[src/rtl/alu_issue_if.sv]
// alu_issue_if: decode-side and ALU-side handshake bundle for the issue stage
interface alu_issue_if;
  logic        flush;
  logic        in_valid;
  logic        in_ready;
  logic [31:0] in_instr;
  logic [31:0] in_rs_val;
  logic [31:0] in_rt_val;
  logic        out_valid;
  logic        out_ready;
  logic [31:0] alu_in0;
  logic [31:0] alu_in1;
  logic [10:0] alu_op;
  logic [4:0]  out_rd;
  logic        illegal;
  modport slave (
    input  flush, in_valid, in_instr, in_rs_val, in_rt_val, out_ready,
    output in_ready, out_valid, alu_in0, alu_in1, alu_op, out_rd, illegal
  );
  modport master (
    output flush, in_valid, in_instr, in_rs_val, in_rt_val, out_ready,
    input  in_ready, out_valid, alu_in0, alu_in1, alu_op, out_rd, illegal
  );
endinterface

[src/rtl/alu_issue_stage.sv]
// alu_issue_stage: maps R-type instructions onto ALU operands through a 2-entry skid FIFO
module alu_issue_stage #(
  parameter bit DROP_NOP = 1'b0,
  parameter int DEPTH    = 2
) (
  input logic        clk,
  input logic        rst,
  alu_issue_if.slave bus
);
  typedef struct packed {
    logic [31:0] in0;
    logic [31:0] in1;
    logic [5:0]  funct;
    logic [4:0]  rd;
  } entry_t;
  entry_t     mem_q [2];
  entry_t     ent_d;
  entry_t     head;
  logic [1:0] count_q, count_d;
  logic       head_q, head_d, tail_q, tail_d;
  logic       illegal_q, illegal_d;
  logic [5:0] funct;
  logic       legal, nop, accept, push, pop;
  assign funct  = bus.in_instr[5:0];
  assign legal  = bus.in_instr[31:26] == 6'd0 &&
                  (funct[5] ? (funct[4:3] == 2'b00 || funct[4:1] == 4'b0101)
                            : (funct[4:3] == 2'b00 && funct[1:0] != 2'b01));
  assign nop    = DROP_NOP && bus.in_instr == 32'd0;
  assign accept = bus.in_valid && bus.in_ready;
  assign pop    = bus.out_valid && bus.out_ready;
  // Operand mapping and FIFO pointer/count update; flush wins over any push
  always_comb begin
    push      = accept && !bus.flush && legal && !nop;
    illegal_d = accept && !bus.flush && !legal;
    ent_d.funct = funct;
    ent_d.rd    = bus.in_instr[15:11];
    ent_d.in0   = funct[5] ? bus.in_rs_val : bus.in_rt_val;
    ent_d.in1   = funct[5] ? bus.in_rt_val
                           : {27'd0, funct[2] ? bus.in_rs_val[4:0] : bus.in_instr[10:6]};
    count_d = bus.flush ? 2'd0 : count_q + {1'b0, push} - {1'b0, pop};
    head_d  = !bus.flush && (head_q ^ pop);
    tail_d  = !bus.flush && (tail_q ^ push);
  end
  // FIFO state, storage and the one-cycle illegal pulse
  always_ff @(posedge clk or posedge rst) begin
    if (rst) begin
      count_q   <= 2'd0;
      head_q    <= 1'b0;
      tail_q    <= 1'b0;
      illegal_q <= 1'b0;
      mem_q[0]  <= '0;
      mem_q[1]  <= '0;
    end else begin
      count_q   <= count_d;
      head_q    <= head_d;
      tail_q    <= tail_d;
      illegal_q <= illegal_d;
      if (push) mem_q[tail_q] <= ent_d;
    end
  end
  assign head          = mem_q[head_q];
  assign bus.out_valid = count_q != 2'd0;
  assign bus.in_ready  = count_q < 2'(DEPTH);
  assign bus.alu_in0   = bus.out_valid ? head.in0 : 32'd0;
  assign bus.alu_in1   = bus.out_valid ? head.in1 : 32'd0;
  assign bus.alu_op    = bus.out_valid ? {5'd0, head.funct} : 11'd0;
  assign bus.out_rd    = bus.out_valid ? head.rd : 5'd0;
  assign bus.illegal   = illegal_q;
endmodule

[src/flat_wrapper.sv]
// flat-port wrapper written by rule: the top's interface ports become plain ports
module alu_issue_stage_flat 
#(
  parameter bit DROP_NOP = 1'b0,
  parameter int DEPTH    = 2
)
  (clk, rst, bus_flush, bus_in_valid, bus_in_instr, bus_in_rs_val, bus_in_rt_val, bus_out_ready, bus_in_ready, bus_out_valid, bus_alu_in0, bus_alu_in1, bus_alu_op, bus_out_rd, bus_illegal);
  alu_issue_if bus_i ();
  input logic clk;
  input logic rst;
  input wire logic [$bits(bus_i.flush)-1:0] bus_flush;
  input wire logic [$bits(bus_i.in_valid)-1:0] bus_in_valid;
  input wire logic [$bits(bus_i.in_instr)-1:0] bus_in_instr;
  input wire logic [$bits(bus_i.in_rs_val)-1:0] bus_in_rs_val;
  input wire logic [$bits(bus_i.in_rt_val)-1:0] bus_in_rt_val;
  input wire logic [$bits(bus_i.out_ready)-1:0] bus_out_ready;
  output wire logic [$bits(bus_i.in_ready)-1:0] bus_in_ready;
  output wire logic [$bits(bus_i.out_valid)-1:0] bus_out_valid;
  output wire logic [$bits(bus_i.alu_in0)-1:0] bus_alu_in0;
  output wire logic [$bits(bus_i.alu_in1)-1:0] bus_alu_in1;
  output wire logic [$bits(bus_i.alu_op)-1:0] bus_alu_op;
  output wire logic [$bits(bus_i.out_rd)-1:0] bus_out_rd;
  output wire logic [$bits(bus_i.illegal)-1:0] bus_illegal;
  assign bus_i.flush = bus_flush;
  assign bus_i.in_valid = bus_in_valid;
  assign bus_i.in_instr = bus_in_instr;
  assign bus_i.in_rs_val = bus_in_rs_val;
  assign bus_i.in_rt_val = bus_in_rt_val;
  assign bus_i.out_ready = bus_out_ready;
  assign bus_in_ready = bus_i.in_ready;
  assign bus_out_valid = bus_i.out_valid;
  assign bus_alu_in0 = bus_i.alu_in0;
  assign bus_alu_in1 = bus_i.alu_in1;
  assign bus_alu_op = bus_i.alu_op;
  assign bus_out_rd = bus_i.out_rd;
  assign bus_illegal = bus_i.illegal;
  alu_issue_stage #(.DROP_NOP(DROP_NOP), .DEPTH(DEPTH)) u_core (.clk(clk), .rst(rst), .bus(bus_i));
endmodule
[config.mk]
export PLATFORM = sky130hd
export DESIGN_NAME = alu_issue_stage_flat
export DESIGN_NICKNAME = d
export VERILOG_FILES = /design/src/rtl/alu_issue_if.sv /design/src/rtl/alu_issue_stage.sv /design/src/flat_wrapper.sv
export SDC_FILE = /design/constraint.sdc
export NUM_CORES = 1
export LEC_CHECK = 0
export CAP_MARGIN = 20
export CORE_MARGIN = 10
export CORE_UTILIZATION = 35
export DETAILED_ROUTE_END_ITERATION = 16
export GPL_TIMING_DRIVEN = 0
export PLACE_DENSITY = 0.62
export RECOVER_POWER = 25
export REMOVE_ABC_BUFFERS = 1
export SLEW_MARGIN = 15
export SYNTH_ARGS = -nofsm -noshare
export SYNTH_HDL_FRONTEND = slang
export SYNTH_SLANG_ARGS = --single-unit
[constraint.sdc]
create_clock -name clk -period 6 [get_ports clk]
set_input_delay 1.2 -clock clk [delete_from_list [all_inputs] [get_ports clk]]
set_output_delay 1.2 -clock clk [all_outputs]
set_load 0.02 [all_outputs]
==> results of run 1 <==
==> cells by family (layout without fill, tap and decap cells) <==
logic type               count (synthesis)  count (layout)  share of synthesized area, %
AND/OR/NAND/NOR                        223             223                          12.6
flip-flops                             155             155                          50.9
AO/OA/AOI/OAI                          137             137                          9.68
buffers and inverters                  136             282                          8.48
multiplexers                           129             129                          17.3
adder cells (fa/ha/maj)                  4               4                         0.657
XOR/XNOR                                 3               3                         0.345
other                                    1               6                        0.0492
==> registers in the layout (all words and copies together) (netlist names) <==
| signal | cells |
|---|---|
| u_core.head_q | 1 |
| u_core.bus.illegal | 1 |
| u_core.mem_q | 150 |
| u_core.count_q | 2 |
| u_core.tail_q | 1 |
==> where the power goes <==
part / switching [uW] / internal, uW / total (uW)
Clock: 448 / 744 / 1190
Sequential: 32.4 / 1070 / 1100
Combinational: 391 / 343 / 734
==> metrics by stage <==
stage | TNS [ps] | utilization (%)
after global routing | 0 | 48.2
after global placement | -948500 | 43.7
after floorplan | 0 | -
final | 0 | 48.2
after detailed placement | 0 | 45.2
after CTS | 0 | 48.2
==> metal layers <==
layer,vias up,GRT usage [%]
met5,-,0
met4,0,3.63
met3,15,5.31
met2,144,21.2
met1,2770,17.6
li1,2889,-
==> cell usage in the layout (no fill, tap or decap), types with 2 or more instances in the layout <==
master and instances:
clkdlybuf4s50_1 165, dfrtp_1 154, nor2_1 142, mux2i_1 107
inv_1 71, a21oi_1 64, nand3_1 55, o21ai_0 55
mux2_2 22, clkbuf_16 17, nand2_1 10, o22ai_1 10
nor2b_1 6, buf_12 6, a211oi_1 5, nand2b_1 5
conb_1 5, bufinv_16 5, clkinv_4 5, buf_16 5
xnor2_1 2, ha_1 2, ha_4 2, clkbuf_1 2
dlygate4sd3_1 2
==> worst paths after layout <==
path	to	slack [ps]	cells past startpoint
setup reg to reg	u_core.mem_q[82]$_DFFE_PP0P_	3480	7
hold reg to reg	u_core.mem_q[75]$_DFFE_PP0P_	500	1
setup / recovery	u_core.head_q$_DFF_PP0_	1700	2
max in group clk	u_core.mem_q[82]$_DFFE_PP0P_	2060	8
min in group asynchronous	u_core.mem_q[138]$_DFFE_PP0P_	2290	2
hold / removal	u_core.mem_q[75]$_DFFE_PP0P_	500	1
==> area by class of cell <==
class,count,area [um^2],share of cell area (%)
inverters,72,272,2.65
diodes,1,2.50,0.0245
repair buffers,179,1940,19.0
well taps,275,344,3.36
clock inverters,12,214,2.09
flip-flops and latches,155,3880,38.0
multi-input cells,501,3140,30.7
clock buffers,19,433,4.23
==> key figures, run 1 <==
Outcome
  – Status: complete, but fails checks
  – Failing checks: max-capacitance violations, max-slew violations

Worst setup path
  – Sequence of cells on the critical path: dlygate4sd3_1, clkinvlp_2
  – CP Capture Type: asynchronous set/reset pin
  – Startpoint types: input port
  – Crit path max fanout: 78
  – Crit path buffers/inverters: 2
  – CP Launch Point: rst
  – Slowest stage cell, crit path: clkinvlp_2
  – CP Class: input port to asynchronous set/reset pin
  – WP data required: 5530 ps
  – Largest stage delay, worst path: 2010 ps
  – Worst path arrival time: 3820 ps
  – CP delay by family, top: buffers and inverters
  – FF-to-FF Start: u_core.count_q[1]$_DFF_PP0_

CTS
  – Post CTS Setup Buffer Count: 0
  – Clock Tree Buf Depth: 2
  – Sink Count: 155
  – Root buf cell: clkbuf_16
  – Resized cells post-CTS: 0
  – Clk Latency, worst-skew pair: 420 ps
  – CTS tree: yes
  – Htree depth: 4
  – CTS Buf Count: 17
  – CTS Hold Bufs: 0
  – Clock transition at the registers of the reported paths: 60 ps

Logic synthesis
  – Number of synthesized flops with an enable pin: 0
  – Post-synth ARST share: 100%
  – Synth unique cells: 28
  – Synthesized instance count: 788
  – Most frequent cells after synthesis: dfrtp_1 (155), nor2_1 (143), mux2i_1 (107)
  – Seq/Total Area, Yosys: 50.9%
  – Post-synth top area share: 50.9%
  – Synth warn: 0
  – Ys flop type: dfrtp_1
  – Synth Register Bits: 155
  – Synthesized area: 7620 um^2
  – Ranking of synthesized cells by area: dfrtp_1 (51%), mux2i_1 (14%), nor2_1 (7.0%), a21oi_1 (4.2%), nand3_1 (3.6%)
  – Post-synthesis area per instance: 9.67 um^2
  – Most area-hungry cell type in the Yosys netlist: dfrtp_1
  – Most common cell in the netlist: dfrtp_1

Min path
  – Hold Crit Start: u_core.mem_q[75]$_DFFE_PP0P_
  – Type of the tightest min-delay check: flop to flop

Timing
  – Slew Limit Fails: 78
  – RSZ-0062 raised after global routing: false
  – Setup ws final: 1700 ps
  – Endpoints failing setup: 0
  – Hold_ws: 504 ps
  – Clock skew: 7.07 ps
  – Measured slew at the worst slew-check pin: 3620 ps
  – Fin crit period: 4300 ps
  – Max-slew headroom: -143%
  – Highest Clock Rate: 233 MHz
  – Crit share post-route: 71.6%
  – Final hold vios: 0

Detailed routing
  – Post-DRT Antenna Nets: 0
  – DRT Wirelength: 19200 um
  – Met2 WL post-DR: 8690 um
  – Met3 WL post-DR: 1350 um
  – First-pass iteration count of the detailed router: 5
  – Wire length per cell: 15.8 um
  – Top Layer Used: met4
  – DRT met1 WL: 9000 um
  – Initial detailed-routing violation count: 401
  – Vias per inst: 4.79
  – Residual DRC: 0
  – Routed via count: 5818

Floorplan
  – Core area: 21200 um^2
  – Die Width: 168 um
  – I/O pin count: 184
  – Die area: 28100 um^2
  – Die height: 168 um
  – Num rows: 53
  – Initial Util: 35.9%

Finish
  – Area growth from synthesis to layout: 34.3%
  – Fin area: 10200 um^2
  – FILL cells: 2066
  – # nets final: 1031
  – Share of cells above drive strength 1: 7.46%
  – Fin cells: 1214

GRT
  – Gr usage total: 13.7%
  – Global-route wire length before repair: 31700 um
  – Initial antenna violation count: 1
  – Largest net degree at the start of global routing: 79
  – Grt ovf: 0
  – Vias in the first global route: 5965

Flow run
  – Max-cap viol count: 1

Pwr
  – Worst IR Drop VDD: 0.000186 V
  – Total power: 3030 uW
  – LEAKAGE: 0.00450 uW
  – PwrDens: 296 nW/um^2

Place
  – Cells after DPL: 1182
  – Worst slack at placement: 1590 ps
  – Post-DP HPWL: 12800 um
  – IO Port Bufs: 168
  – Cell Area, Placed: 9580 um^2
  – GP Congestion: 0.733
Power figures use the tool's default switching activity.
==> run 2: changes to the inputs <==
--- a/config.mk
+++ b/config.mk
@@ -10,7 +10,7 @@
 export CORE_UTILIZATION = 35
 export DETAILED_ROUTE_END_ITERATION = 16
 export GPL_TIMING_DRIVEN = 0
-export PLACE_DENSITY = 0.62
+export PLACE_DENSITY = 0.64
 export RECOVER_POWER = 25
 export REMOVE_ABC_BUFFERS = 1
 export SLEW_MARGIN = 15
==> constraint.sdc (replaced) <==
create_clock -name clk -period 3.6 [get_ports clk]
set_input_delay 0.72 -clock clk [delete_from_list [all_inputs] [get_ports clk]]
set_output_delay 0.72 -clock clk [all_outputs]
set_load 0.02 [all_outputs]
==> key figures, run 2 (synthesized netlist as in run 1, its figures left out) <==
Pwr
  – NetSw: 1450 uW (+66%)
  – Cell-internal power: 3560 uW (+65%)
  – LEAKAGE: 0.00450 uW (-0.16%)
  – Worst IR Drop VDD: 0.000286 V (+54%)
  – PwrDens: 490 nW/um^2 (+65%)
  – Clk pwr share: 38.7% (-0.6 points)
  – Comb pwr share: 24.7% (+0.5 points)
  – Sw Share: 29.0% (+0.19 points)
  – Seq pwr share: 36.6% (+0.2 points)

Timing
  – RSZ-0062 raised after global routing: false
  – Setup ws final: 301 ps (-1400 ps)
  – Max-slew headroom: -60.5% (+82 points)
  – Measured slew at the worst slew-check pin: 2410 ps (-1220 ps)
  – Fin crit period: 3300 ps
  – Hold_ws: 507 ps (+2.44 ps)
  – Slew Limit Fails: 61 (-22%)
  – Endpoints failing setup: 0 (unchanged)
  – Crit share post-route: 91.6%
  – Final hold vios: 0 (unchanged)
  – Highest Clock Rate: 303 MHz
  – Clock skew: 9.21 ps (+2.14 ps)

Finish
  – Most common cell after layout, fill and taps aside: clkdlybuf4s50_1
  – Area growth from synthesis to layout: 34.3% (about the same)
  – Max reg flops: 150 (unchanged)
  – Largest regs: u_core.mem_q: 150 flops, u_core.count_q: 2 flops
  – Post-Route Utilization: 48.2% (about the same)
  – Fin area: 10200 um^2 (about the same)
  – Commonest non-fill, non-tap cells in the layout: clkdlybuf4s50_1 (167), dfrtp_1 (154), nor2_1 (142)
  – FILL cells: 2055 (-0.53%)
  – # nets final: 1031 (unchanged)
  – Fin cells: 1215 (+0.082%)
  – Top reg by flops: u_core.mem_q
  – Share of cells above drive strength 1: 7.45% (-0.0079 points)

Detailed routing
  – Initial detailed-routing violation count: 417 (+4.0%)
  – Residual DRC: 0 (unchanged)
  – Routed via count: 5817 (-0.017%)
  – DRT Wirelength: 19600 um (+1.6%)
  – Vias per inst: 4.79 (about the same)
  – Wire length per cell: 16.1 um (+1.5%)
  – Post-DRT Antenna Nets: 0 (unchanged)
  – First-pass iteration count of the detailed router: 6 (+1)

Flow run
  – Max-cap viol count: 1 (unchanged)

Worst setup path
  – WP data required: 2880 ps (-2650 ps)
  – CP Capture Type: output port
  – Crit path max fanout: 36 (-54%)
  – Startpoint types: flop
  – Worst path arrival time: 2580 ps (-1240 ps)
  – CP Class: flop to output port

CTS
  – Clk Latency, worst-skew pair: 410 ps (about the same)
  – Resized cells post-CTS: 0 (unchanged)
  – Sink Count: 155 (unchanged)
  – CTS Hold Bufs: 0 (unchanged)
  – Post CTS Setup Buffer Count: 0 (unchanged)
  – Htree depth: 4 (unchanged)
  – Clock transition at the registers of the reported paths: 60 ps (about the same)
  – Clock Tree Buf Depth: 2 (unchanged)
  – CTS tree: yes
  – CTS Buf Count: 17 (unchanged)
  – Root buf cell: clkbuf_16

Place
  – GP Congestion: 0.730 (-0.40%)
  – IO Port Bufs: 168 (unchanged)
  – Cells after DPL: 1182 (unchanged)
  – Cell Area, Placed: 9600 um^2 (+0.16%)
  – Post-DP HPWL: 13100 um (+1.7%)
  – Worst slack at placement: -120 ps (-1710 ps)

Outcome
  – Failing checks: max-capacitance violations, max-slew violations
  – Status: complete, but fails checks

GRT
  – Gr usage total: 13.9% (+0.15 points)
  – Grt ovf: 0 (unchanged)
  – Largest net degree at the start of global routing: 96 (+22%)
  – Initial antenna violation count: 1 (unchanged)
  – Vias in the first global route: 6126 (+2.7%)
  – Global-route wire length before repair: 32300 um (+1.9%)

Floorplan
  – Die height: 168 um (unchanged)
  – I/O pin count: 184 (unchanged)
  – Core area: 21200 um^2 (unchanged)
  – Initial Util: 35.9% (unchanged)
  – Die area: 28100 um^2 (unchanged)
  – Die Width: 168 um (unchanged)
  – Num rows: 53 (unchanged)

Min path
  – Type of the tightest min-delay check: flop to flop
[run 2: final cells by class]
cell class | count | area, um^2 | area share [%]
well taps | 275 | 344 | 3.36
diodes | 1 | 2.50 | 0.0245
clock inverters | 12 | 188 | 1.83
clock buffers | 20 | 447 | 4.37
inverters | 72 | 270 | 2.64
repair buffers | 179 | 1960 | 19.1
multi-input cells | 501 | 3140 | 30.7
flip-flops and latches | 155 | 3880 | 38.0
[run 2: layer usage]
metal	GRT usage (%)	vias to the layer above	wire [um]
li1	-	2893	-
met1	17.8	2770	9050
met2	22.2	140	9080
met3	4.45	14	1230
met4	3.44	0	190
met5	0	-	0
[run 2: power groups by stage]
stage / combinational [uW] / clock (uW) / sequential, uW
detailed placement: 1260 / 0 / 1870
global placement: 1180 / 0 / 1930
CTS: 1270 / 2000 / 1840
finish: 1240 / 1940 / 1840
floorplan: 566 / 0 / 1900
global route: 1330 / 2080 / 1840
[run 2: stage by stage]
step,total power [uW],TNS (ps)
after global placement,3110,-1692360
after CTS,5100,0
after global routing,5260,0
after detailed placement,3130,-1250
after floorplan,2460,-326910
final,5010,0
[run 2: path summary, 6_finish.rpt]
| kind | start | to | slack [ps] | depth (start not counted) |
|---|---|---|---|---|
| worst max-delay path | u_core.head_q$_DFF_PP0_ | bus_alu_in0[11] | 300 | 5 |
| worst min-delay path | u_core.mem_q[85]$_DFFE_PP0P_ | u_core.mem_q[85]$_DFFE_PP0P_ | 510 | 1 |
| worst max register to register | u_core.count_q[1]$_DFF_PP0_ | u_core.mem_q[75]$_DFFE_PP0P_ | 1280 | 6 |
| worst min register to register | u_core.mem_q[85]$_DFFE_PP0P_ | u_core.mem_q[85]$_DFFE_PP0P_ | 510 | 1 |
| max in group asynchronous | rst | u_core.mem_q[41]$_DFFE_PP0P_ | 740 | 2 |
| min in group asynchronous | rst | u_core.mem_q[60]$_DFFE_PP0P_ | 1440 | 2 |
[run 2: worst max-delay path, stage by stage (launching register included)]
cell and delay, ps:
dfrtp_4 680, buf_12 270, buf_16 290, mux2i_1 110, nor2_1 170, clkdlybuf4s50_1 640
